===== src/rtl/sequence_player.sv =====
// Simon colour-sequence playback engine: walks the sequence RAM and
// flashes each stored colour on the one-hot button lamps.
module sequence_player #(
    parameter int MAX_LEN    = 32,
    parameter int ADDR_W     = 5,
    parameter int ON_CYCLES  = 25000000,
    parameter int OFF_CYCLES = 12500000
) (
    input  logic              clock,
    input  logic              reset,
    input  logic              start,
    input  logic              abort,
    input  logic [ADDR_W:0]   length,
    output logic [ADDR_W-1:0] mem_addr,
    input  logic [1:0]        mem_data,
    output logic [3:0]        led,
    output logic              busy,
    output logic              done
);

    localparam int LW      = ADDR_W + 1;
    localparam int MAX_CYC = (ON_CYCLES > OFF_CYCLES) ? ON_CYCLES : OFF_CYCLES;
    localparam int CW      = $clog2(MAX_CYC + 1);

    localparam logic [LW-1:0] LEN_CAP  = LW'(MAX_LEN);
    localparam logic [CW-1:0] ON_LOAD  = CW'(ON_CYCLES - 1);
    localparam logic [CW-1:0] OFF_LOAD = CW'(OFF_CYCLES - 1);

    typedef enum logic [2:0] {
        S_IDLE,
        S_FETCH,
        S_LOAD,
        S_ON,
        S_OFF,
        S_DONE
    } state_t;

    state_t            state_q, state_d;
    logic [ADDR_W-1:0] idx_q, idx_d;
    logic [LW-1:0]     len_q, len_d;
    logic [CW-1:0]     cnt_q, cnt_d;
    logic [1:0]        colour_q, colour_d;
    logic              zwait_q, zwait_d;
    logic [ADDR_W-1:0] addr_d;
    logic [3:0]        led_d;
    logic              busy_d;
    logic              done_d;
    logic [LW-1:0]     idx_inc;

    always_ff @(posedge clock or negedge reset) begin
        if (!reset) begin
            state_q  <= S_IDLE;
            idx_q    <= '0;
            len_q    <= '0;
            cnt_q    <= '0;
            colour_q <= '0;
            zwait_q  <= 1'b0;
            mem_addr <= '0;
            led      <= '0;
            busy     <= 1'b0;
            done     <= 1'b0;
        end else begin
            state_q  <= state_d;
            idx_q    <= idx_d;
            len_q    <= len_d;
            cnt_q    <= cnt_d;
            colour_q <= colour_d;
            zwait_q  <= zwait_d;
            mem_addr <= addr_d;
            led      <= led_d;
            busy     <= busy_d;
            done     <= done_d;
        end
    end

    always_comb begin
        state_d  = state_q;
        idx_d    = idx_q;
        len_d    = len_q;
        cnt_d    = cnt_q;
        colour_d = colour_q;
        zwait_d  = zwait_q;
        addr_d   = mem_addr;
        idx_inc  = {1'b0, idx_q} + LW'(1);

        unique case (state_q)
            S_IDLE: begin
                if (start && !abort) begin
                    len_d = (length > LEN_CAP) ? LEN_CAP : length;
                    idx_d = '0;
                    if (len_d == '0) begin
                        // Empty playback spends one silent busy cycle before done
                        state_d = S_DONE;
                        zwait_d = 1'b1;
                    end else begin
                        state_d = S_FETCH;
                        addr_d  = '0;
                    end
                end
            end
            S_FETCH: begin
                state_d = S_LOAD;
            end
            S_LOAD: begin
                colour_d = mem_data;
                cnt_d    = ON_LOAD;
                state_d  = S_ON;
            end
            S_ON: begin
                if (cnt_q == '0) begin
                    cnt_d   = OFF_LOAD;
                    state_d = S_OFF;
                end else begin
                    cnt_d = cnt_q - CW'(1);
                end
            end
            S_OFF: begin
                if (cnt_q == '0) begin
                    if (idx_inc == len_q) begin
                        state_d = S_DONE;
                    end else begin
                        idx_d   = idx_q + ADDR_W'(1);
                        addr_d  = idx_q + ADDR_W'(1);
                        state_d = S_FETCH;
                    end
                end else begin
                    cnt_d = cnt_q - CW'(1);
                end
            end
            S_DONE: begin
                if (zwait_q) begin
                    zwait_d = 1'b0;
                end else begin
                    state_d = S_IDLE;
                end
            end
            default: begin
                state_d = S_IDLE;
            end
        endcase

        if (abort) begin
            state_d = S_IDLE;
            zwait_d = 1'b0;
        end

        // Outputs are registered from the next state so they align with it
        led_d  = (state_d == S_ON) ? (4'b0001 << colour_d) : 4'b0000;
        busy_d = (state_d != S_IDLE);
        done_d = (state_d == S_DONE) && !zwait_d;
    end

endmodule


===== config.mk =====
export PLATFORM = sky130hd
export DESIGN_NAME = sequence_player
export DESIGN_NICKNAME = d
export VERILOG_FILES = /design/src/rtl/sequence_player.sv
export SDC_FILE = /design/constraint.sdc
export NUM_CORES = 1
export LEC_CHECK = 0
export ABC_AREA = 1
export CAP_MARGIN = 15
export CORE_MARGIN = 2
export CORE_UTILIZATION = 26
export DETAILED_ROUTE_END_ITERATION = 8
export HOLD_SLACK_MARGIN = 0.05
export PLACE_DENSITY = 0.41
export REMOVE_ABC_BUFFERS = 1
export SLEW_MARGIN = 20
export SYNTH_ARGS = -nofsm -noshare
export SYNTH_HDL_FRONTEND = slang
export SYNTH_SLANG_ARGS = --single-unit

===== constraint.sdc =====
create_clock -name clock -period 2.4 [get_ports clock]
set_input_delay 0.72 -clock clock [delete_from_list [all_inputs] [get_ports clock]]
set_output_delay 0.72 -clock clock [all_outputs]
set_load 0.02 [all_outputs]

==> results of run 1 <==
## where the power goes
part           switching [mW]  total (mW)  internal (mW)
combinational           0.250       0.418          0.167
clock                   0.365       0.760          0.396
sequential             0.0701        1.05          0.982
## state kept, by name (all words and copies together) (netlist names)
register / count
state_q: 3
cnt_q: 25
zwait_q: 1
colour_q: 2
done: 1
busy: 1
mem_addr: 5
len_q: 6
idx_q: 5
led: 4
## cell type report
cell class | count | area (um^2) | area share
clock buffer | 5 | 125 | 0.0339
clock inverter | 3 | 25.0 | 0.00678
inverter | 64 | 243 | 0.0658
multi-input combinational | 295 | 1460 | 0.395
sequential | 53 | 1330 | 0.359
tap | 143 | 179 | 0.0485
timing repair buffer | 36 | 333 | 0.0902
## Yosys cell counts
cell,n,area (um^2)
sky130_fd_sc_hd__nor3_1,7,35.0
sky130_fd_sc_hd__o2111ai_1,3,26.3
sky130_fd_sc_hd__ha_1,2,25.0
sky130_fd_sc_hd__nor2_1,54,203
sky130_fd_sc_hd__inv_4,1,6.26
sky130_fd_sc_hd__nand4_1,9,56.3
sky130_fd_sc_hd__nand3_2,1,10.0
sky130_fd_sc_hd__buf_2,4,20.0
sky130_fd_sc_hd__o21ai_1,19,95.1
sky130_fd_sc_hd__o22ai_1,3,18.8
sky130_fd_sc_hd__nand4_2,1,12.5
sky130_fd_sc_hd__nor2_8,1,20.0
sky130_fd_sc_hd__xor2_1,9,78.8
sky130_fd_sc_hd__xnor2_1,2,17.5
sky130_fd_sc_hd__nand3b_1,3,22.5
sky130_fd_sc_hd__nor4_1,1,6.26
sky130_fd_sc_hd__nand4_4,1,21.3
sky130_fd_sc_hd__nand2_2,4,25.0
sky130_fd_sc_hd__and2_1,1,6.26
sky130_fd_sc_hd__inv_2,10,37.5
sky130_fd_sc_hd__a21oi_1,5,25.0
sky130_fd_sc_hd__nand3b_2,1,11.3
sky130_fd_sc_hd__buf_6,2,22.5
sky130_fd_sc_hd__nor2_4,1,11.3
sky130_fd_sc_hd__o21a_1,2,15.0
sky130_fd_sc_hd__inv_1,53,199
sky130_fd_sc_hd__dfrtp_1,53,1330
sky130_fd_sc_hd__o21ai_0,13,65.1
sky130_fd_sc_hd__nand2_4,1,11.3
sky130_fd_sc_hd__nor2_2,8,50.1
sky130_fd_sc_hd__nand3_1,34,170
sky130_fd_sc_hd__nand2_1,105,394
sky130_fd_sc_hd__o211ai_1,1,7.51
sky130_fd_sc_hd__or2_2,3,18.8
## per-layer routing
layer,vias up,GRT usage,share of wire
li1,1409,-,-
met1,1238,0.186,0.50
met2,37,0.216,0.46
met3,7,0.0216,0.023
met5,-,0,0
met4,0,0.0398,0.012
## how the worst max path moves through the flow
| stage | to | slack [ns] | depth (start not counted) |
|---|---|---|---|
| floorplan | done | 0.39 | 11 |
| global placement | mem_addr[1] | 0.21 | 10 |
| detailed placement | idx_q[1] | 0.11 | 11 |
| CTS | busy | 0.30 | 13 |
| global route | busy | 0.12 | 13 |
| finish | cnt_q[24] | 0.34 | 11 |
## cell families after synthesis
family	synth area share
DFF	0.432
buffers and inverters	0.0929
adders and majority gates	0.00815
xor gates and xnor gates	0.0314
and+or+nand+nor	0.353
AOI/OAI and AO/OA	0.0823
==> results_dict.tcl, run 1 <==
set metrics [dict create \
    routabilityCongestion 0.785 \
    drive_above_1_share 0.123 \
    sink_count_of_the_clock_tree 53 \
    final_setup_vio_count 0 \
    mostFrequentLayoutCells "sky130_fd_sc_hd__nand2_1 (105), sky130_fd_sc_hd__nor2_1 (54), sky130_fd_sc_hd__inv_1 (53), sky130_fd_sc_hd__dfrtp_1 (53), sky130_fd_sc_hd__nand3_1 (34)" \
    critical-path-top-delay-family "simple AND/OR/NAND/NOR gates" \
    worst_r2r_path_depth 11 \
    grt_max_degree 34 \
    dp_cells 591 \
    worst_path_max_delay_cell "sky130_fd_sc_hd__dfrtp_1" \
    gr-usage-all-layers 0.134 \
    status "finished clean" \
    routed_wire_length_per_instance_um 12.9 \
    ys.warnings.count 0 \
    core-area_um2 11500 \
    first_pass_grt_wire_length_mm 13.6 \
    ctsHtreeMaxLevel 2 \
    timing.critical_path.from "cnt_q[0]" \
    finalWorstSetupSlack_ns 0.341 \
    root_buffer "sky130_fd_sc_hd__clkbuf_16" \
    slew_headroom 0.672 \
    fp.dieW_um 113 \
    final.setup_skew_ns 0.00865 \
    yosys.cell_types.count 34 \
    total_power_mw 2.23 \
    avgSynthCellArea_um2 7.35 \
    timing.reg2reg.setup_slack_ns 0.34 \
    worst_skew_pair.late_latency_ns 0.30 \
    max_clock_freq_mhz 486 \
    timing.critical_path.fanout_max 8 \
    final_nets 469 \
    mappedNetlistArea_um2 3070 \
    filler_cell_count 1217 \
    worst_r2r_src "cnt_q[0]" \
    synthesis.instances 418 \
    cp.arrival_ns 2.28 \
    route.antenna.remaining_nets 0 \
    route.final.wire_length_mm 7.72 \
    hold_path_class "primary input to async pin" \
    regToRegEndpoint "cnt_q[24]" \
    cts.clk_slew.worst_paths_ns 0.07 \
    synth-seq-cells 53 \
    resized_after_cts 0 \
    post_cts_hold_buffer_count 0 \
    via_count 2691 \
    die_height_um 113 \
    drt_pre_antenna_iters 4 \
    startpoint_to_endpoint_class_of_the_critical_path "register to register" \
    globalRouteOverflowTotal 0 \
    core_occupancy_in_the_finished_layout 0.322 \
    timing.hold.ws_ns 0.378 \
    synth_seq_area_share 0.432 \
    io_buffer_count 22 \
    setup_total_negative_slack_ns 0 \
    timing.critical_path.cells "inv_1, ha_1, inv_2, nor2_1, nand4_2, nor2_8, nand4_4, nand2_4, buf_4, nor3_1, o21ai_1" \
    fin_cells 599 \
    layout_worst_path_cycle_share 0.858 \
    layout_commonest_cell "sky130_fd_sc_hd__nand2_1" \
    worst-path-buf-inv 3 \
    die_area_um2 12700 \
    number_of_buffers_created_by_cts 5 \
    finalInstanceArea_um2 3690 \
    report.final.hold_viol_count 0 \
    worstMarginPinSlew_ns 0.492 \
    dp_hpwl_mm 6.10 \
    layout-area-overhead-vs-synth_pct 20.2 \
    vdd.ir_drop.worst_uv 288 \
    cap_viol_max_count 0 \
    starting_drt_drc_count 113 \
    placement_rows 39 \
    ios 23 \
    detail_route.drc_violations 0 \
    antenna_cells_inserted 0 \
    count_of_buffers_added_by_post_cts_timing_repair_for_setup 0 \
    power_density_cells_nw_per_um2 604 \
    dpl_worst_slack_ns 0.105 \
    rsz0062_at_grt "no" \
    initial_antenna_violation_count 0 \
    tritoncts "done" \
    grt_pass1_vias 2713 \
    maxSlewViolCount 0 \
    start_util 0.268 \
    cp-start-kind "register" \
    total_leakage_power_nw 1.76 \
    finalWorstPathRequiredPeriod_ns 2.06 \
    setup.worst_path.end_class "register" \
    cts.path.max_buffers 2 \
    worst_ep_required_time_ns 2.63 \
    routed_via_density 4.49 \
    detailed_place.area_um2 3540 \
    critPathMaxStageDelay_ns 0.42 \
]
(Power assumes the default switching activity.)
==> run 2, diff against run 1 <==
--- a/config.mk
+++ b/config.mk
@@ -8,10 +8,10 @@
 export ABC_AREA = 1
 export CAP_MARGIN = 15
 export CORE_MARGIN = 2
-export CORE_UTILIZATION = 26
+export CORE_UTILIZATION = 39
 export DETAILED_ROUTE_END_ITERATION = 8
 export HOLD_SLACK_MARGIN = 0.05
-export PLACE_DENSITY = 0.41
+export PLACE_DENSITY = 0.56
 export REMOVE_ABC_BUFFERS = 1
 export SLEW_MARGIN = 20
 export SYNTH_ARGS = -nofsm -noshare
==> results_dict.tcl, run 2 (synthesized netlist as in run 1, its figures left out) <==
set metrics [dict create \
    cp-start-kind "register" \
    post_cts_hold_buffer_count 0 \
    dpl_worst_slack_ns 0.182 \
    detail_route.drc_violations 0 \
    starting_drt_drc_count 134 \
    routabilityCongestion 0.863 \
    worst_skew_pair.late_latency_ns 0.31 \
    worstMarginPinSlew_ns 0.512 \
    layout_commonest_cell "sky130_fd_sc_hd__nand2_1" \
    drive_above_1_share 0.113 \
    final.setup_skew_ns 0.00902 \
    share_of_power_burned_in_combinational_logic 0.207 \
    power_density_cells_nw_per_um2 556 \
    timing.hold.ws_ns 0.361 \
    first_pass_grt_wire_length_mm 12.3 \
    finalWorstSetupSlack_ns 0.221 \
    via_count 2651 \
    p_seq_frac 0.531 \
    cp.arrival_ns 2.42 \
    ios 23 \
    setup.worst_path.end_class "register" \
    globalRouteOverflowTotal 0 \
    start_util 0.399 \
    cts.clk_slew.worst_paths_ns 0.10 \
    final_nets 465 \
    sink_count_of_the_clock_tree 53 \
    hold_path_class "primary input to async pin" \
    tritoncts "done" \
    rsz0062_at_grt "no" \
    count_of_buffers_added_by_post_cts_timing_repair_for_setup 0 \
    timing.critical_path.fanout_max 12 \
    io_buffer_count 22 \
    placement_rows 32 \
    p_sw_frac 0.316 \
    worst_r2r_path_depth 11 \
    use_met1 0.239 \
    report.final.hold_viol_count 0 \
    largest_reg_flops 25 \
    max_clock_freq_mhz 459 \
    root_buffer "sky130_fd_sc_hd__clkbuf_8" \
    layout_worst_path_cycle_share 0.908 \
    route.antenna.remaining_nets 0 \
    groute.layer.met2.usage 0.293 \
    total_power_mw 1.98 \
    dp_hpwl_mm 5.35 \
    core-area_um2 7690 \
    regToRegEndpoint "cnt_q[24]" \
    resized_after_cts 0 \
    routed_wire_length_per_instance_um 12.6 \
    die_area_um2 8600 \
    ctsHtreeMaxLevel 2 \
    worst_r2r_src "cnt_q[0]" \
    timing.reg2reg.setup_slack_ns 0.22 \
    routed_via_density 4.79 \
    power_frac_clock 0.262 \
    antenna_cells_inserted 0 \
    power_switching_mw 0.625 \
    number_of_buffers_created_by_cts 5 \
    gr-usage-all-layers 0.176 \
    setup_total_negative_slack_ns 0 \
    cts.path.max_buffers 2 \
    finalInstanceArea_um2 3560 \
    drt_pre_antenna_iters 4 \
    p_int_mw 1.35 \
    worst_ep_required_time_ns 2.64 \
    final_setup_vio_count 0 \
    route.final.wire_length_mm 6.99 \
    grt_pass1_vias 2592 \
    cap_viol_max_count 0 \
    slew_headroom 0.658 \
    status "finished clean" \
    registers.top_by_ff_count "cnt_q" \
    grt.met3_usage 0.0317 \
    initial_antenna_violation_count 0 \
    total_leakage_power_nw 1.71 \
    timing.critical_path.from "cnt_q[0]" \
    startpoint_to_endpoint_class_of_the_critical_path "register to register" \
    vdd.ir_drop.worst_uv 294 \
    detailed_place.area_um2 3470 \
    fp.dieW_um 92.7 \
    grt_max_degree 33 \
    finalWorstPathRequiredPeriod_ns 2.18 \
    die_height_um 92.7 \
    mostFrequentLayoutCells "sky130_fd_sc_hd__nand2_1 (105), sky130_fd_sc_hd__nor2_1 (54), sky130_fd_sc_hd__inv_1 (53), sky130_fd_sc_hd__dfrtp_1 (53), sky130_fd_sc_hd__nand3_1 (34)" \
    layout-area-overhead-vs-synth_pct 15.9 \
    largest_registers "cnt_q x25, len_q x6" \
    globalRoute.busiestLayer "met2" \
    maxSlewViolCount 0 \
]
-- run 2: changes by cell type in the layout (fill, tap and decap cells not counted), sizes merged --
cell,delta
clkbuf,+1
clkinvlp,+1
buf,-4
inv,-2
-- run 2: power by group through the flow --
stage / Sequential [mW] / Combinational (mW) / Clock (mW)
floorplan: 1.06 / 0.265 / 0
global placement: 1.07 / 0.411 / 0
detailed placement: 1.07 / 0.413 / 0
CTS: 1.05 / 0.416 / 0.538
global route: 1.06 / 0.473 / 0.579
finish: 1.05 / 0.410 / 0.518
-- run 2: cell type report --
type | instances | area (um^2)
sequential | 53 | 1330
clock buffer | 6 | 72.6
tap | 102 | 128
inverter | 64 | 243
multi-input combinational | 295 | 1460
clock inverter | 2 | 15.0
fill | 796 | 4130
timing repair buffer | 32 | 315
-- run 2: per-stage QoR --
stage	utilization	instances
final	0.463	554
after global routing	0.463	554
after CTS	0.463	554
after detailed placement	0.451	546
after global placement	0.451	546
after floorplan	-	412
-- run 2: critical path: stages, from the launching register on --
cell and delay (ns):
sky130_fd_sc_hd__dfrtp_1 0.42, sky130_fd_sc_hd__inv_1 0.09, sky130_fd_sc_hd__ha_1 0.19, sky130_fd_sc_hd__inv_2 0.05
sky130_fd_sc_hd__nor2_1 0.22, sky130_fd_sc_hd__nand4_2 0.20, sky130_fd_sc_hd__nor2_8 0.19, sky130_fd_sc_hd__nand4_4 0.16
sky130_fd_sc_hd__nand2_4 0.21, sky130_fd_sc_hd__buf_4 0.20, sky130_fd_sc_hd__nor3_1 0.06, sky130_fd_sc_hd__o21ai_1 0.12
-- run 2: worst max path at each step --
stage | endpoint | slack [ns]
2_1_floorplan | done | 0.39
3_3_place_gp | mem_addr[4] | 0.22
3_5_place_dp | idx_q[1] | 0.18
4_1_cts | cnt_q[24] | 0.23
5_1_grt | cnt_q[6] | 0.06
6_report | cnt_q[24] | 0.22
-- run 2: layer usage --
layer  routed length (um)  vias to the layer above
met5                    0                        -
met4                   87                        0
met3                  178                        9
met2                 3250                       30
met1                 3470                     1222
li1                     -                     1390
==> run 3, diff against run 2 <==
--- a/config.mk
+++ b/config.mk
@@ -9,10 +9,10 @@
 export CAP_MARGIN = 15
 export CORE_MARGIN = 2
 export CORE_UTILIZATION = 39
+export CTS_BUF_LIST = sky130_fd_sc_hd__clkbuf_8
 export DETAILED_ROUTE_END_ITERATION = 8
 export HOLD_SLACK_MARGIN = 0.05
 export PLACE_DENSITY = 0.56
-export REMOVE_ABC_BUFFERS = 1
 export SLEW_MARGIN = 20
 export SYNTH_ARGS = -nofsm -noshare
 export SYNTH_HDL_FRONTEND = slang
==> results_dict.tcl, run 3 (synthesized netlist as in run 1, its figures left out) <==
set metrics [dict create \
    filler_cell_count 810 \
    routed_via_density 4.81 \
    dp_hpwl_mm 5.35 \
    setup.worst_path.end_class "register" \
    drive_above_1_share 0.113 \
    layout_worst_path_cycle_share 0.886 \
    sink_count_of_the_clock_tree 53 \
    grt_max_degree 34 \
    core-area_um2 7690 \
    slew_headroom 0.660 \
    mostFrequentLayoutCells "sky130_fd_sc_hd__nand2_1 (105), sky130_fd_sc_hd__nor2_1 (54), sky130_fd_sc_hd__inv_1 (53), sky130_fd_sc_hd__dfrtp_1 (53), sky130_fd_sc_hd__nand3_1 (34)" \
    globalRouteOverflowTotal 0 \
    via_count 2660 \
    timing.critical_path.from "cnt_q[0]" \
    power_density_cells_nw_per_um2 584 \
    dpl_worst_slack_ns 0.163 \
    cts.path.max_buffers 2 \
    worst_ep_required_time_ns 2.61 \
    timing.critical_path.cells "inv_1, ha_1, inv_2, nor2_1, nand4_2, nor2_8, nand3_1, inv_1, nand2_1, nand2_1, nand2_1, nand2_1, nand2_1" \
    route.final.wire_length_mm 6.98 \
    cts.clk_slew.worst_paths_ns 0.10 \
    worst_skew_pair.late_latency_ns 0.32 \
    die_height_um 92.7 \
    io_buffer_count 22 \
    detail_route.drc_violations 0 \
    worst_path_max_delay_cell "sky130_fd_sc_hd__dfrtp_1" \
    placement_rows 32 \
    resized_after_cts 0 \
    largest_registers "cnt_q x25, len_q x6" \
    ctsHtreeMaxLevel 2 \
    cp-start-kind "register" \
    route.antenna.remaining_nets 0 \
    total_leakage_power_nw 1.73 \
    first_pass_grt_wire_length_mm 12.2 \
    setup_total_negative_slack_ns 0 \
    vdd.ir_drop.worst_uv 257 \
    report.final.hold_viol_count 0 \
    starting_drt_drc_count 136 \
    gr-usage-all-layers 0.179 \
    worst_r2r_src "cnt_q[0]" \
    start_util 0.399 \
    number_of_buffers_created_by_cts 5 \
    layout_commonest_cell "sky130_fd_sc_hd__nand2_1" \
    registers.top_by_ff_count "cnt_q" \
    tritoncts "done" \
    startpoint_to_endpoint_class_of_the_critical_path "register to register" \
    antenna_cells_inserted 0 \
    maxSlewViolCount 0 \
    die_area_um2 8600 \
    ios 23 \
    status "finished clean" \
    timing.critical_path.fanout_max 6 \
    cap_viol_max_count 0 \
    max_clock_freq_mhz 470 \
    timing.reg2reg.setup_slack_ns 0.27 \
    cp.arrival_ns 2.34 \
    post_cts_hold_buffer_count 0 \
    routabilityCongestion 0.861 \
    routed_wire_length_per_instance_um 12.6 \
    critical_path.most_common_cell "sky130_fd_sc_hd__nand2_1" \
    root_buffer "sky130_fd_sc_hd__clkbuf_8" \
    largest_reg_flops 25 \
    layout-area-overhead-vs-synth_pct 17.0 \
    worstMarginPinSlew_ns 0.511 \
    fp.dieW_um 92.7 \
    final_setup_vio_count 0 \
    regToRegEndpoint "busy" \
    final.setup_skew_ns 0.00768 \
    worst_r2r_path_depth 13 \
    finalWorstSetupSlack_ns 0.274 \
    hold_path_class "primary input to async pin" \
    critical_path.endpoint "busy" \
    grt_pass1_vias 2558 \
    final_nets 464 \
    critPathMaxStageDelay_ns 0.42 \
    initial_antenna_violation_count 0 \
    finalWorstPathRequiredPeriod_ns 2.13 \
    count_of_buffers_added_by_post_cts_timing_repair_for_setup 0 \
    rsz0062_at_grt "no" \
    drt_pre_antenna_iters 4 \
    syn_nets 432 \
]
==> run 3: critical path: cells and delay by family (launching register included) <==
| kind | cells | cell delay [ns] |
|---|---|---|
| fa+ha+maj | 1 | 0.19 |
| buf+inv | 3 | 0.33 |
| flops | 1 | 0.42 |
| simple gates | 9 | 1.07 |
==> run 3: how the worst min path moves through the flow <==
stage | from | endpoint | slack, ns | cells past startpoint
final | reset | cnt_q[15] | 0.36 | 1
after global routing | reset | cnt_q[15] | 0.40 | 1
after CTS | reset | cnt_q[1] | 0.39 | 1
after detailed placement | mem_addr[2] | mem_addr[2] | 0.46 | 2
after global placement | mem_addr[2] | mem_addr[2] | 0.46 | 2
after floorplan | reset | busy | 0.42 | 0
==> run 3: metrics by stage <==
stage	cells	hold slack, ns	power (mW)	utilization	area (um^2)
after detailed placement	545	0.459	1.49	0.452	3480
after global routing	553	0.397	2.24	0.467	3590
after global placement	545	0.461	1.48	0.452	3480
after CTS	553	0.390	2.12	0.467	3590
final	553	0.363	2.10	0.467	3590
after floorplan	418	0.424	1.33	-	3070
==> run 3: cell type report <==
type	count	area [um^2]	area share
sequential	53	1330	0.369
clock buffer	5	68.8	0.0192
multi-input combinational	295	1460	0.406
timing repair buffer	31	320	0.0892
inverter	64	243	0.0676
clock inverter	3	46.3	0.0129
tap	102	128	0.0355
==> run 3: per-layer routing <==
metal,vias up,GRT usage,part of all wire
met5,-,0,0
met4,0,0.0527,0.018
met3,14,0.0496,0.049
met2,52,0.265,0.42
met1,1197,0.255,0.51
li1,1397,-,-
==> run 3: report_power, final <==
| group | switching [mW] | leakage (nW) | internal, mW | total, mW |
|---|---|---|---|---|
| logic | 0.250 | 1.03 | 0.169 | 0.419 |
| registers | 0.0679 | 0.646 | 0.982 | 1.05 |
| clock network | 0.315 | 0.0543 | 0.313 | 0.627 |
